===== config.mk =====
export PLATFORM = sky130hd
export DESIGN_NAME = sub8_rr_arbiter
export DESIGN_NICKNAME = d
export VERILOG_FILES = /design/src/rtl/sub8_rr_arbiter_pkg.sv /design/src/rtl/sub_8bit_signed.sv /design/src/rtl/sub8_rr_arbiter.sv
export SDC_FILE = /design/constraint.sdc
export NUM_CORES = 1
export LEC_CHECK = 0
export ABC_AREA = 1
export BUFFER_PORTS_ARGS = -buffer_cell sky130_fd_sc_hd__buf_4
export CORE_MARGIN = 5
export CORE_UTILIZATION = 50
export CTS_BUF_LIST = sky130_fd_sc_hd__clkbuf_8 sky130_fd_sc_hd__clkbuf_16
export CTS_CLUSTER_SIZE = 20
export DETAILED_ROUTE_END_ITERATION = 10
export MAX_ROUTING_LAYER = met4
export PLACE_DENSITY = 0.79
export SLEW_MARGIN = 20
export SYNTH_ARGS = -nofsm -noshare
export SYNTH_HDL_FRONTEND = slang
export SYNTH_SLANG_ARGS = --single-unit

===== constraint.sdc =====
create_clock -name clk -period 5.8 [get_ports clk]
set_input_delay 0.29 -clock clk [delete_from_list [all_inputs] [get_ports clk]]
set_output_delay 0.29 -clock clk [all_outputs]
set_load 0.05 [all_outputs]

===== src/rtl/sub8_rr_arbiter_pkg.sv =====
// Shared types, saturation limits and the round-robin grant helper
// for the sub8_rr_arbiter block.
package sub8_arb_pkg;

  localparam int PTRW = 3;

  localparam logic [7:0] SAT_MAX = 8'sd127;
  localparam logic [7:0] SAT_MIN = -8'sd128;

  typedef enum logic {
    EMPTY = 1'b0,
    FULL  = 1'b1
  } state_e;

  typedef struct packed {
    logic            found;
    logic [PTRW-1:0] idx;
  } grant_t;

  // First set bit of valid at or after ptr, wrapping modulo nreq (nreq <= 8).
  function automatic grant_t rr_next_grant(input logic [PTRW-1:0] ptr,
                                           input logic [7:0]      valid,
                                           input logic [3:0]      nreq);
    grant_t     g;
    logic [3:0] pos;
    g = '0;
    for (int k = 0; k < 8; k++) begin
      pos = {1'b0, ptr} + 4'(k);
      if (pos >= nreq) begin
        pos = pos - nreq;
      end else begin
        pos = pos;
      end
      if ((4'(k) < nreq) && !g.found && valid[pos[2:0]]) begin
        g.found = 1'b1;
        g.idx   = pos[2:0];
      end else begin
        g = g;
      end
    end
    return g;
  endfunction

endpackage


===== src/rtl/sub_8bit_signed.sv =====
// 8-bit signed subtractor built as A + (~B + 1); the overflow flag is the
// two's-complement overflow of that addition.
module sub_8bit_signed (
  input  logic [7:0] A,
  input  logic [7:0] B,
  output logic [7:0] result,
  output logic       overflow
);

  logic [7:0] b_neg_s;

  // Negate B, add, and flag a sign change between like-signed operands.
  always_comb begin
    b_neg_s  = ~B + 8'd1;
    result   = A + b_neg_s;
    overflow = (A[7] == b_neg_s[7]) && (result[7] != A[7]);
  end

endmodule


===== src/rtl/sub8_rr_arbiter.sv =====
// Round-robin sharing of one signed 8-bit subtractor among NREQ requesters,
// with a one-deep registered response channel and an overflow event counter.
module sub8_rr_arbiter
  import sub8_arb_pkg::*;
#(
  parameter int NREQ     = 4,
  parameter int IDW      = 2,
  parameter int SATURATE = 0,
  parameter int CNTW     = 16
) (
  input  logic                clk,
  input  logic                rst_n,
  input  logic [NREQ-1:0]     req_valid,
  output logic [NREQ-1:0]     req_ready,
  input  logic [8*NREQ-1:0]   req_a,
  input  logic [8*NREQ-1:0]   req_b,
  output logic                rsp_valid,
  input  logic                rsp_ready,
  output logic [IDW-1:0]      rsp_id,
  output logic [7:0]          rsp_result,
  output logic                rsp_overflow,
  output logic [CNTW-1:0]     ovf_count,
  input  logic                ovf_clear
);

  localparam logic [PTRW-1:0] LAST_IDX = PTRW'(NREQ - 1);

  state_e          state_q, state_d;
  logic [PTRW-1:0] ptr_q, ptr_d;
  logic [IDW-1:0]  rsp_id_q, rsp_id_d;
  logic [7:0]      rsp_result_q, rsp_result_d;
  logic            rsp_overflow_q, rsp_overflow_d;
  logic [CNTW-1:0] ovf_count_q, ovf_count_d;

  grant_t          grant_s;
  logic            can_accept_s;
  logic            transfer_s;
  logic [NREQ-1:0] grant_oh_s;
  logic [7:0]      a_s, b_s;
  logic [7:0]      dp_result_s;
  logic            dp_ovf_s;
  logic [7:0]      result_s;

  // Arbitration: a slot is free when empty or when the held result leaves now.
  always_comb begin
    can_accept_s = (state_q == EMPTY) || rsp_ready;
    grant_s      = rr_next_grant(ptr_q, 8'(req_valid), 4'(NREQ));
    transfer_s   = can_accept_s && grant_s.found;
    if (transfer_s) begin
      grant_oh_s = NREQ'(1'b1) << grant_s.idx;
    end else begin
      grant_oh_s = '0;
    end
  end

  assign req_ready = grant_oh_s;

  // Operand mux driven by the granted index.
  always_comb begin
    a_s = 8'd0;
    b_s = 8'd0;
    for (int i = 0; i < NREQ; i++) begin
      a_s = (grant_s.idx == PTRW'(i)) ? req_a[8*i +: 8] : a_s;
      b_s = (grant_s.idx == PTRW'(i)) ? req_b[8*i +: 8] : b_s;
    end
  end

  sub_8bit_signed u_sub (
    .A        (a_s),
    .B        (b_s),
    .result   (dp_result_s),
    .overflow (dp_ovf_s)
  );

  // Optional clamp toward the sign of the minuend on overflow.
  always_comb begin
    if ((SATURATE != 0) && dp_ovf_s) begin
      result_s = a_s[7] ? SAT_MIN : SAT_MAX;
    end else begin
      result_s = dp_result_s;
    end
  end

  // Next-state for FSM, pointer, response register and counter.
  always_comb begin
    state_d        = state_q;
    ptr_d          = ptr_q;
    rsp_id_d       = rsp_id_q;
    rsp_result_d   = rsp_result_q;
    rsp_overflow_d = rsp_overflow_q;
    ovf_count_d    = ovf_count_q;

    case (state_q)
      EMPTY: begin
        if (transfer_s) begin
          state_d = FULL;
        end else begin
          state_d = EMPTY;
        end
      end
      FULL: begin
        if (rsp_ready && !transfer_s) begin
          state_d = EMPTY;
        end else begin
          state_d = FULL;
        end
      end
      default: state_d = EMPTY;
    endcase

    if (transfer_s) begin
      ptr_d          = (grant_s.idx == LAST_IDX) ? '0 : grant_s.idx + 3'd1;
      rsp_id_d       = grant_s.idx[IDW-1:0];
      rsp_result_d   = result_s;
      rsp_overflow_d = dp_ovf_s;
    end else begin
      ptr_d = ptr_q;
    end

    // Clear has priority over a same-cycle increment.
    if (ovf_clear) begin
      ovf_count_d = '0;
    end else if (transfer_s && dp_ovf_s && (ovf_count_q != {CNTW{1'b1}})) begin
      ovf_count_d = ovf_count_q + {{(CNTW-1){1'b0}}, 1'b1};
    end else begin
      ovf_count_d = ovf_count_q;
    end
  end

  // State, pointer, response and counter registers.
  always_ff @(posedge clk or negedge rst_n) begin
    if (!rst_n) begin
      state_q        <= EMPTY;
      ptr_q          <= '0;
      rsp_id_q       <= '0;
      rsp_result_q   <= 8'd0;
      rsp_overflow_q <= 1'b0;
      ovf_count_q    <= '0;
    end else begin
      state_q        <= state_d;
      ptr_q          <= ptr_d;
      rsp_id_q       <= rsp_id_d;
      rsp_result_q   <= rsp_result_d;
      rsp_overflow_q <= rsp_overflow_d;
      ovf_count_q    <= ovf_count_d;
    end
  end

  assign rsp_valid    = (state_q == FULL);
  assign rsp_id       = rsp_id_q;
  assign rsp_result   = rsp_result_q;
  assign rsp_overflow = rsp_overflow_q;
  assign ovf_count    = ovf_count_q;

endmodule


# --- After elaboration in Yosys (flattened, before gate mapping) ---
# Index checks and enable logic that the tools add are counted.
totals:
  out_inout_bits: 32
  ff_bits: 31
  wordCells: 80
op_classes:
  eq_ne: 6
  bitwise: 2
  order_cmp: 8
  n_mux: 31
  n_reduce_logical: 15
  shifts: 1
  addsub: 11
op_table:
  columns: ["op", "count"]
  rows:
  - ["$mux 8", 8]
  - ["$mux 16", 2]
  - ["$mux 4", 5]
  - ["$add 16x1->16 const B", 1]
  - ["$lt 3x4->1 const B", 4]
  - ["$ne 16x16->1 const B", 1]
  - ["$mux 3", 5]
  - ["$bmux 1 s3", 4]
  - ["$ge 4x3->1 const B", 3]
  - ["$sub 3x3->3 const B", 4]
  - ["$add 3x2->4 const B", 2]
  - ["$add 8x1->8 const B", 1]
  - ["$add 8x8->8", 1]
  - ["$logic_and 1x1->1", 8]
  - ["$not 8->8", 1]
  - ["$eq 3x2->1 const B", 2]
  - ["$mux 1", 6]
  - ["$add 3x1->4 const B", 1]
  - ["$logic_not 1->1", 4]
  - ["$shl 1x3->4 const A", 1]
  - ["$add 3x1->3 const B", 1]
  - ["$eq 3x1->1 const B", 1]
  - ["$ge 3x3->1 const B", 1]
  - ["$logic_not 3->1", 1]
  - ["other kinds (6)", 6]

# --- Depth between registers and ports, before layout ---
# Gate-level depths: netlist of the first run.
logic_depth:
  ltp_word: 28
  ltp_mapped: 36

# --- Hierarchy ---
# A second synthesis of the first run with hierarchy kept.
hier_totals:
  cells_unflattened: 435
  area_unflattened_um2: 2995.4
by_module_without_submodules:
  columns: ["mod", "seq_area_each_um2", "instances", "cells_each", "area_each_um2"]
  rows:
  - ["sub8_rr_arbiter", 775.7, 1, 354, 2499.9]
  - ["sub_8bit_signed", 0.0, 1, 81, 495.5]

# --- Least setup slack after synthesis of the first run ---
# No wires, ideal clock.
synth_timing:
  path_type: "flip-flop to flip-flop"
  start: "reg ptr_q[0]"
  end: "reg ovf_count_q[0] (netlist: ovf_count[0])"
  stages_incl_launch_ff: 33
  setup_time_ns: 0.120
  n_path_buf: 3
  setup_slack_ns: 1.179
  arrival_time_ns: 4.501
  cell_sequence: "dfrtp_1 > buf_6 > inv_6 > ha_1 > inv_1 > nand3_1 > nand3_1 > nand2_1 > nor2_2 > nand2_1 > o21ai_0 > inv_1 > ha_1 > buf_4 > nor2_4 > nand2_1 > a21o_1 > nand2_2 > inv_1 > ha_1 > nand3_1 > xor2_1 > inv_1 > ha_1 > a21oi_1 > o21ai_0 > a21oi_1 > or2_1 > nand2_1 > nand3_2 > buf_6 > nand3_2 > nand2_1"
synth_lines:
  columns: ["item", "line_no", "rtl"]
  rows:
  - ["start, declared", "sub8_rr_arbiter.sv:29", "logic [PTRW-1:0] ptr_q, ptr_d;"]
  - ["start signal, assigned", "sub8_rr_arbiter.sv:141", "ptr_q <= ptr_d;"]
  - ["end signal, assigned", "sub8_rr_arbiter.sv:145", "ovf_count_q <= ovf_count_d;"]
  - ["end, declared", "sub8_rr_arbiter.sv:33", "logic [CNTW-1:0] ovf_count_q, ovf_count_d;"]

==> metrics.txt, run 1 <==
CTS H-tree lvls 2; Total Routing Usage GR 24.07%; total negative setup slack 0 ns; Cell variety after synth 43; die height a little under 90 microns; crit path DAT 5.46 ns; initial antenna violation count 0; total setup buffers inserted after CTS 0; total global routing overflow 0; cell mode on critical path nand2_1; ANT nets after route 0; DRC viols 0; CP Data Required Time ~6 ns; Synth area leaders dfrtp_1 25%, nand2_1 15%, ha_1 6.0%, nand3_1 5.1%, xor2_1 5.0%; clk slew on worst S/H paths 0.07 ns; Mapped Avg Cell Area 7.045 sq um; Yosys top cell by area dfrtp_1; Setup WS pre-CTS between 0.15 and 0.2 ns; GP Congestion 0.9283; final period utilization 90.42%; First DRT Iteration DRCs 161; ys flop type dfrtp_1; Critical Path Slowest Stage Cell dfrtp_2; CTS root buffer clkbuf_8; DR WL met2 4.358 mm; die width 89.10 microns; PortBufs 103; Worst Skew 0.006815 ns; CP Launch Type flop; Worst slew margin 28.24%; first-pass GRT wire length 14.67 mm; largest net degree at the start of global routing 33; row count 28; Syn Nets approximately 530; max incr delay on CP 0.47 ns; Synth top area share 24.80%; initial core utilization 52.21%; Final WS setup 0.5559 ns; number of synthesized flops with an enable pin 0; min Tclk post-route about 5.2 ns; share of cells above drive strength 1 29.98%; TritonCTS buffer count 5; clk_lat worst skew 0.28 ns; worst slew pin tran around 1.1 ns; Cells after Synth 444; Final Hold Viols 0; Nets 625; Slew Limit Fails 0; Max-Cap Viols 0; Vias/cell ~5.3; Max Freq 190.7 MHz; wire length per cell between 10 and 15 microns; RSZ-0062 raised after global routing false; CTS sink cnt 31; critical path fanouts, max 16; clk buf depth 2; Synthesis Warnings 0; n_diodes 0; TritonCTS clock tree done; Setup CP Type reg2reg; final setup vio count 0; M1 wire length 3.844 mm; WHS 0.1981 ns; Vias around 3.2k; P&R area growth vs syn 27.36%; vias in the first global route 3161; DP Area just under 0.004 sq mm; I/O pin count 104; Cell Area, Synth 0.003128 sq mm; Async SR Flop Fraction 100.0%; fin area 0.003984 sq mm; Worst Hold Class in2reg; highest routed layer met4; synthesis-stage register bit count 31; post-DP HPWL slightly below 7 mm; Worst setup EP type flop; Core Box Area ~0.0060 sq mm; die area 0.007938 sq mm; met3 wire length 407 microns; first drt pass iteration count 5; Seq/Total Area, Yosys approximately a quarter; status finished, final reports clean; total routed wirelength 8.853 mm
==> worst paths after layout <==
kind	to	cells past startpoint	startpoint	slack (ns)
hold reg to reg	rsp_result[0]$_DFFE_PN0P_	2	rsp_result[0]$_DFFE_PN0P_	0.49
hold / removal	rsp_valid$_DFF_PN0_	2	rsp_ready	0.20
setup / recovery	ovf_count[8]$_DFFE_PN0P_	32	ptr_q[0]$_DFFE_PN0P_	0.56
min in group asynchronous	rsp_valid$_DFF_PN0_	2	rst_n	0.47
setup reg to reg	ovf_count[8]$_DFFE_PN0P_	32	ptr_q[0]$_DFFE_PN0P_	0.56
max in group asynchronous	ptr_q[1]$_DFFE_PN0P_	2	rst_n	5.01
==> layout make-up <==
| cell class | instances | area, sq um |
|---|---|---|
| clock inverter | 1 | 5.005 |
| clock buffer | 6 | 82.58 |
| inverter | 42 | 162.7 |
| tap | 75 | 93.84 |
| multi-input combinational | 351 | 2063 |
| sequential | 31 | 778.2 |
| timing repair buffer | 106 | 798.3 |
| fill | 528 | 2007 |
==> flip-flops by register name, summed over array words and instances, names as in the netlist <==
| register | count |
|---|---|
| ovf_count | 16 |
| ptr_q | 3 |
| rsp_id | 2 |
| rsp_overflow | 1 |
| rsp_result | 8 |
| rsp_valid | 1 |
==> cell families after synthesis <==
kind of cell | count (synthesis) | synth area share, %
compound gates | 63 | 12.60
flops | 31 | 24.80
buf+inv | 62 | 9.960
fa+ha+maj | 16 | 6.640
simple gates | 248 | 39.28
xor+xnor | 24 | 6.720
==> synthesized netlist by cell type (6+ instances only) <==
library cell,number
a21oi_1,24
buf_2,8
buf_6,6
dfrtp_1,31
ha_1,15
inv_1,35
inv_2,6
nand2_1,121
nand2_2,11
nand3_1,32
nand3_2,12
nand4_1,18
nor2_1,30
o21ai_0,19
o31ai_1,6
xnor2_1,6
xor2_1,18
==> worst max-delay path: cells and delay by family (launching register included) <==
family / cells / cell delay, ns
fa+ha+maj: 4 / 1.21
flops: 1 / 0.47
buf+inv: 7 / 0.78
simple gates: 14 / 1.68
compound gates: 6 / 0.85
xor+xnor: 1 / 0.18
==> per-layer routing <==
metal	vias up	GRT usage [%]
met5	-	-
met4	0	7.578
met3	22	3.963
met2	93	39.85
met1	1486	30.00
li1	1648	-
==> timing repair <==
item,CTS,global route
endpoints found under the hold margin,31,0
hold buffers,1,0
resized for setup,0,7
endpoints found under the setup margin,0,17
==> placed cells by master, fill, tap and decap left out, drive strengths merged <==
| master | netlist | layout |
|---|---|---|
| nand2 | 132 | 132 |
| nor3 | 2 | 2 |
| a22oi | 1 | 1 |
| ha | 15 | 15 |
| o21a | 1 | 1 |
| fa | 1 | 1 |
| o21ai | 20 | 20 |
| dfrtp | 31 | 31 |
| a21oi | 25 | 25 |
| nand3b | 1 | 1 |
| nand4 | 19 | 19 |
| a21boi | 2 | 2 |
| nand3 | 45 | 45 |
| o31ai | 6 | 6 |
| inv | 42 | 42 |
| xnor2 | 6 | 6 |
| clkbuf | 1 | 6 |
| dlygate4sd3 | 0 | 1 |
| xor2 | 18 | 18 |
| a22o | 1 | 1 |
| nor2 | 37 | 37 |
| clkinv | 0 | 1 |
| a21o | 1 | 1 |
| buf | 19 | 105 |
| a221oi | 5 | 5 |
| or2 | 10 | 10 |
| o211ai | 1 | 1 |
| nor4 | 2 | 2 |
==> stage by stage <==
stage | utilization [%] | std cells
3_5_place_dp | 64.45 | 604
5_1_grt | 66.50 | 612
3_3_place_gp | 64.45 | 604
4_1_cts | 66.08 | 612
6_report | 66.50 | 612
2_1_floorplan | - | 444
Power of run 1 is left out: the tool's default activity adds up to more than one toggle a clock period on the data nets, which glitch-free logic cannot reach.
==> run 2, diff against run 1 <==
--- a/config.mk
+++ b/config.mk
@@ -12,6 +12,7 @@
 export CTS_BUF_LIST = sky130_fd_sc_hd__clkbuf_8 sky130_fd_sc_hd__clkbuf_16
 export CTS_CLUSTER_SIZE = 20
 export DETAILED_ROUTE_END_ITERATION = 10
+export GPL_TIMING_DRIVEN = 0
 export MAX_ROUTING_LAYER = met4
 export PLACE_DENSITY = 0.79
 export SLEW_MARGIN = 20
==> metrics.txt, run 2 (synthesized netlist as in run 1, its figures left out) <==
initial antenna violation count 0; Critical Path Slowest Stage Cell dfrtp_1; final period utilization about 90%; die height about 90 microns; clk slew on worst S/H paths around 0.06 ns; WHS 0.2045 ns; First DRT Iteration DRCs between 150 and 200; share of cells above drive strength 1 31.53%; crit path DAT ~5.5 ns; Nets 643; number of fill cells 540; vias in the first global route 3169; total setup buffers inserted after CTS 0; reg2reg start ptr_q[0]$_DFFE_PN0P_; total negative setup slack 0 ns; Vias 3348; Setup CP Type reg2reg; PortBufs 103; GP Congestion 0.9588; die area 0.007938 sq mm; CP Launch Type flop; Max-Cap Viols 0; first-pass GRT wire length 14.40 mm; max incr delay on CP 0.36 ns; initial core utilization 52.21%; worst slew pin tran roughly 0.58 ns; total routed wirelength 8.746 mm; clk buf depth 2; TritonCTS clock tree done; max reg flops 16; Total Routing Usage GR a little under a quarter; total global routing overflow 0; CTS sink cnt 31; critical path fanouts, max 10; I/O pin count 104; Core Box Area 0.005991 sq mm; status finished, final reports clean; clk_lat worst skew 0.27 ns; hold_sp rsp_ready; FF-to-FF path depth 34; Slew Limit Fails 0; final setup vio count 0; reg-to-reg setup timing slack 0.47 ns; CTS H-tree lvls 2; DRC viols 0; R2R Path End ovf_count[2]$_DFFE_PN0P_; P&R area growth vs syn 30.88%; die width 89.10 microns; TritonCTS buffer count 5; highest-count cells in the layout ignoring fill and taps 121 x nand2_1, 108 x buf_4, 35 x inv_1, 32 x nand3_1; largest net degree at the start of global routing 32; crit path to ovf_count[2]$_DFFE_PN0P_; Max Freq 187.5 MHz; final non-filler cell total 630; utilization after layout 68.34%; Vias/cell 5.314; post-DP HPWL 7.126 mm; first drt pass iteration count 4; wire length per cell between 10 and 15 microns; Worst Hold Class in2reg; row count 28; min Tclk post-route 5.334 ns; dpl cells 622; commonest non-fill, non-tap cell in the layout nand2_1; Final Hold Viols 0; Worst setup EP type flop; critical path launch point ptr_q[0]$_DFFE_PN0P_; Worst slew margin 60.88%; n_diodes 0; ANT nets after route 0; CP Data Required Time a little under 6 ns; cell mode on critical path nand2_1; Worst Skew 0.004014 ns; CTS root buffer clkbuf_8; RSZ-0062 raised after global routing false
-- run 2: changes by cell type in the layout (fill, tap and decap cells not counted), moves of 2 or more --
cell	change
buf_4	+3
ha_1	+2
buf_2	+8
buf_6	+6
-- run 2: worst max-delay path, delay by kind of cell (launching register included) --
kind | cells | cell delay, ns
flops | 1 | 0.36
simple gates | 17 | 1.83
compound gates | 5 | 0.91
xor+xnor | 1 | 0.16
fa+ha+maj | 4 | 1.07
buf+inv | 7 | 0.88
-- run 2: final cells by class --
type	count	area [sq um]	share of cell area (%)
plain buffers	20	148.9	3.637
clock buffers	6	82.58	2.017
clock inverters	1	5.005	0.1222
inverters	42	162.7	3.973
multi-input cells	351	2041	49.85
flip-flops and latches	31	777.0	18.98
well taps	75	93.84	2.292
repair buffers	104	783.3	19.13
-- run 2: worst min-delay path by stage --
| stage | end | slack [ns] | depth (start not counted) |
|---|---|---|---|
| finish | rsp_valid$_DFF_PN0_ | 0.20 | 2 |
| global route | rsp_valid$_DFF_PN0_ | 0.21 | 2 |
| CTS | rsp_valid$_DFF_PN0_ | 0.20 | 2 |
| detailed placement | ovf_count[2]$_DFFE_PN0P_ | 0.25 | 1 |
| global placement | rsp_id[0]$_DFFE_PN0P_ | 0.25 | 1 |
| floorplan | ovf_count[0]$_DFFE_PN0P_ | -0.006 | 0 |
-- run 2: per-stage QoR --
step / worst slack, ns / instance area (sq um)
5_1_grt: 0.002141 / 4094
2_1_floorplan: 1.179 / 3128
6_report: 0.4655 / 4094
4_1_cts: 0.4001 / 4093
3_5_place_dp: 0.4397 / 3995
3_3_place_gp: 0.5775 / 3995
-- run 2: layer usage --
| metal | part of all wire [%] | vias up | wire length (microns) | global-route usage (%) |
|---|---|---|---|---|
| met2 | 49 | 90 | 4275 | 38.31 |
| met1 | 45 | 1559 | 3899 | 31.19 |
| met4 | 1.1 | 0 | 93 | 5.007 |
| met5 | 0 | - | 0 | - |
| met3 | 5.5 | 8 | 478 | 3.134 |
| li1 | - | 1691 | - | - |
-- run 2: repair_timing --
action	CTS	global route
resized for setup	0	1
endpoints found under the setup margin	0	10
hold buffers	1	0
endpoints found under the hold margin	31	0
Power of run 2 is left out for the same reason.
==> run 3, diff against run 2 <==
--- a/config.mk
+++ b/config.mk
@@ -5,7 +5,6 @@
 export SDC_FILE = /design/constraint.sdc
 export NUM_CORES = 1
 export LEC_CHECK = 0
-export ABC_AREA = 1
 export BUFFER_PORTS_ARGS = -buffer_cell sky130_fd_sc_hd__buf_4
 export CORE_MARGIN = 5
 export CORE_UTILIZATION = 50
@@ -14,7 +13,8 @@
 export DETAILED_ROUTE_END_ITERATION = 10
 export GPL_TIMING_DRIVEN = 0
 export MAX_ROUTING_LAYER = met4
-export PLACE_DENSITY = 0.79
+export PLACE_DENSITY = 0.81
+export RECOVER_POWER = 50
 export SLEW_MARGIN = 20
 export SYNTH_ARGS = -nofsm -noshare
 export SYNTH_HDL_FRONTEND = slang
==> metrics.txt, run 3 <==
first drt pass iteration count 4; crit path DAT 5.87 ns; number of fill cells ~460; final setup vio count 0; clk slew on worst S/H paths around 0.07 ns; first-pass GRT wire length 14.08 mm; min Tclk post-route around 5.7 ns; status finished with violations; utilization after layout 73.46%; Most Crowded Layer GR met2; CTS H-tree lvls 2; clk_lat worst skew 0.29 ns; Total Routing Usage GR 23.64%; initial antenna violation count 0; Syn Nets between 400 and 500; Synth top area share a little over a quarter; Worst slew margin -11.29%; total negative setup slack 0 ns; Final Hold Viols 0; GP Congestion 0.9447; synthesis-stage register bit count 31; met3 usage approximately 4.5%; critical path fanouts, max 7; Synth Area in Compound Gates 25.06%; row count 27; ANT nets after route 0; max incr delay on CP 0.40 ns; ys flop type dfrtp_1; WHS 0.2845 ns; total global routing overflow 0; number of synthesized flops with an enable pin 0; Setup CP Type reg2reg; DRC viols 0; CP Launch Type flop; synth cell count leaders 33 x nand2_1, 31 x dfrtp_1, 31 x o21ai_0; final period utilization 97.51%; Synthesis Warnings 0; simple-gate share of the synthesized area 25.28%; wire length per cell 16.01 microns; total routed wirelength 8.726 mm; Seq/Total Area, Yosys 27.35%; reg-to-reg setup timing slack roughly 0.14 ns; reg2reg start ptr_q[0]$_DFFE_PN0P_; Core Box Area around 0.0055 sq mm; worst slew pin tran 1.669 ns; Cell Area, Synth around 0.0028 sq mm; die width approximately 85 microns; Hold Path End ovf_count[13]$_DFFE_PN0P_; Synth Area in XOR/XNOR under 10%; M2 GR Usage 41.24%; Async SR Flop Fraction 100.0%; Post-Synth Adder-Cell Area 7.322%; largest net degree at the start of global routing 32; Slew Limit Fails 32; Vias 3106; Mapped Avg Cell Area between 8 and 9 sq um; max reg flops 16; grt met1 use roughly 28%; failing checks max-capacitance violations, max-slew violations; Cells after Synth roughly 340; Worst Hold Class in2reg; CP Data Required Time 6.02 ns; post-DP HPWL 6.668 mm; PortBufs between 100 and 150; R2R Path End ovf_count[4]$_DFFE_PN0P_; Worst Hold Depth 3; die height approximately 85 microns; largest family of logic cells by synthesized area simple AND/OR/NAND/NOR gates; cell mode on critical path buf_4; initial core utilization 51.51%; share of cells above drive strength 1 38.05%; Synth area leaders dfrtp_1 27%, ha_1 6.6%, o21ai_0 5.5%, nand2_1 4.4%, a21oi_1 3.4%; FF-to-FF path depth 28; CTS root buffer clkbuf_8; Vias/cell between 5 and 6; Critical Path Slowest Stage Cell or3_4; multiplexer area fraction after synthesis 4.852%; I/O pin count 104; P&R area growth vs syn 42.61%; TritonCTS clock tree done; die area 0.007280 sq mm; most common cell in the synthesized netlist nand2_1; vias in the first global route between 3k and 4k; Worst setup EP type flop; highest-count cells in the layout ignoring fill and taps 110 x buf_4, 33 x nand2_1, 30 x dfrtp_1, 29 x o21ai_0, 21 x nor2_1; CTS sink cnt 31; Worst Skew 0.008662 ns; Max-Cap Viols 1; clk buf depth 2; Max Freq 176.8 MHz; Nets between 500 and 600; hold_sp ovf_clear; commonest non-fill, non-tap cell in the layout buf_4; Yosys top cell by area dfrtp_1; TritonCTS buffer count 5; n_diodes 0; Cell variety after synth 65; First DRT Iteration DRCs 112
run 3: changes by cell type after synthesis, moves of 12 or more:
cell	before	now
nand2_1	121	33
inv_1	35	13
nand3_1	32	11
xor2_1	18	5
nand3_2	12	0
o21ai_0	19	31
run 3: worst max-delay path by stage:
stage | startpoint | to | slack [ns] | cells past startpoint
3_5_place_dp | ptr_q[1]$_DFFE_PN0P_ | ovf_count[12]$_DFFE_PN0P_ | -0.65 | 27
6_report | ptr_q[0]$_DFFE_PN0P_ | ovf_count[4]$_DFFE_PN0P_ | 0.14 | 28
2_1_floorplan | ptr_q[0]$_DFFE_PN0P_ | ovf_count[12]$_DFFE_PN0P_ | 0.28 | 27
4_1_cts | ptr_q[0]$_DFFE_PN0P_ | ovf_count[12]$_DFFE_PN0P_ | 0.03 | 28
5_1_grt | ptr_q[0]$_DFFE_PN0P_ | ovf_count[4]$_DFFE_PN0P_ | -0.09 | 28
3_3_place_gp | ptr_q[1]$_DFFE_PN0P_ | ovf_count[6]$_DFFE_PN0P_ | -0.41 | 27
run 3: kinds of logic (layout without fill, tap and decap cells):
family / count (synthesis) / after routing
flops: 31 / 31
compound gates: 106 / 106
simple gates: 132 / 132
xor+xnor: 12 / 12
mux: 10 / 10
buf+inv: 36 / 166
fa+ha+maj: 16 / 16
run 3: stage by stage:
step	setup WS, ns	instance area (sq um)	std cells
floorplan	0.2788	2836	343
global placement	-0.4118	3700	518
detailed placement	-0.6465	3700	518
CTS	0.02746	3891	535
global route	-0.08765	4045	545
finish	0.1445	4045	545
run 3: timing repair:
action | in CTS | in global routing
gates resized for setup | 8 | 34
buffers inserted | 9 | 10
endpoints found under the setup margin | 17 | 16
pin swaps | 4 | 11
hold buffers | 1 | 0
endpoints found under the hold margin | 31 | 0
run 3: metal layers:
metal	share of wire, %	up-vias
met5	0	-
met4	1.0	0
met3	6.6	9
met2	52	124
met1	41	1454
li1	-	1519
run 3: layout make-up:
cell class | instances | area, sq um | share of cell area (%)
Tap cell | 72 | 90.09 | 2.227
Timing Repair Buffer | 123 | 878.3 | 21.71
Buffer | 21 | 133.9 | 3.310
Clock buffer | 5 | 68.82 | 1.701
Sequential cell | 31 | 777.0 | 19.21
Clock inverter | 3 | 20.02 | 0.4949
Inverter | 14 | 55.05 | 1.361
Multi-Input combinational cell | 276 | 2022 | 49.98
run 3: worst max-delay path, delay by kind of cell (launching register included):
family,cells,cell delay (ns)
simple gates,9,1.64
flops,1,0.38
fa+ha+maj,4,0.98
xor+xnor,2,0.34
buf+inv,7,0.76
compound gates,6,1.45
Power of run 3 is left out for the same reason.
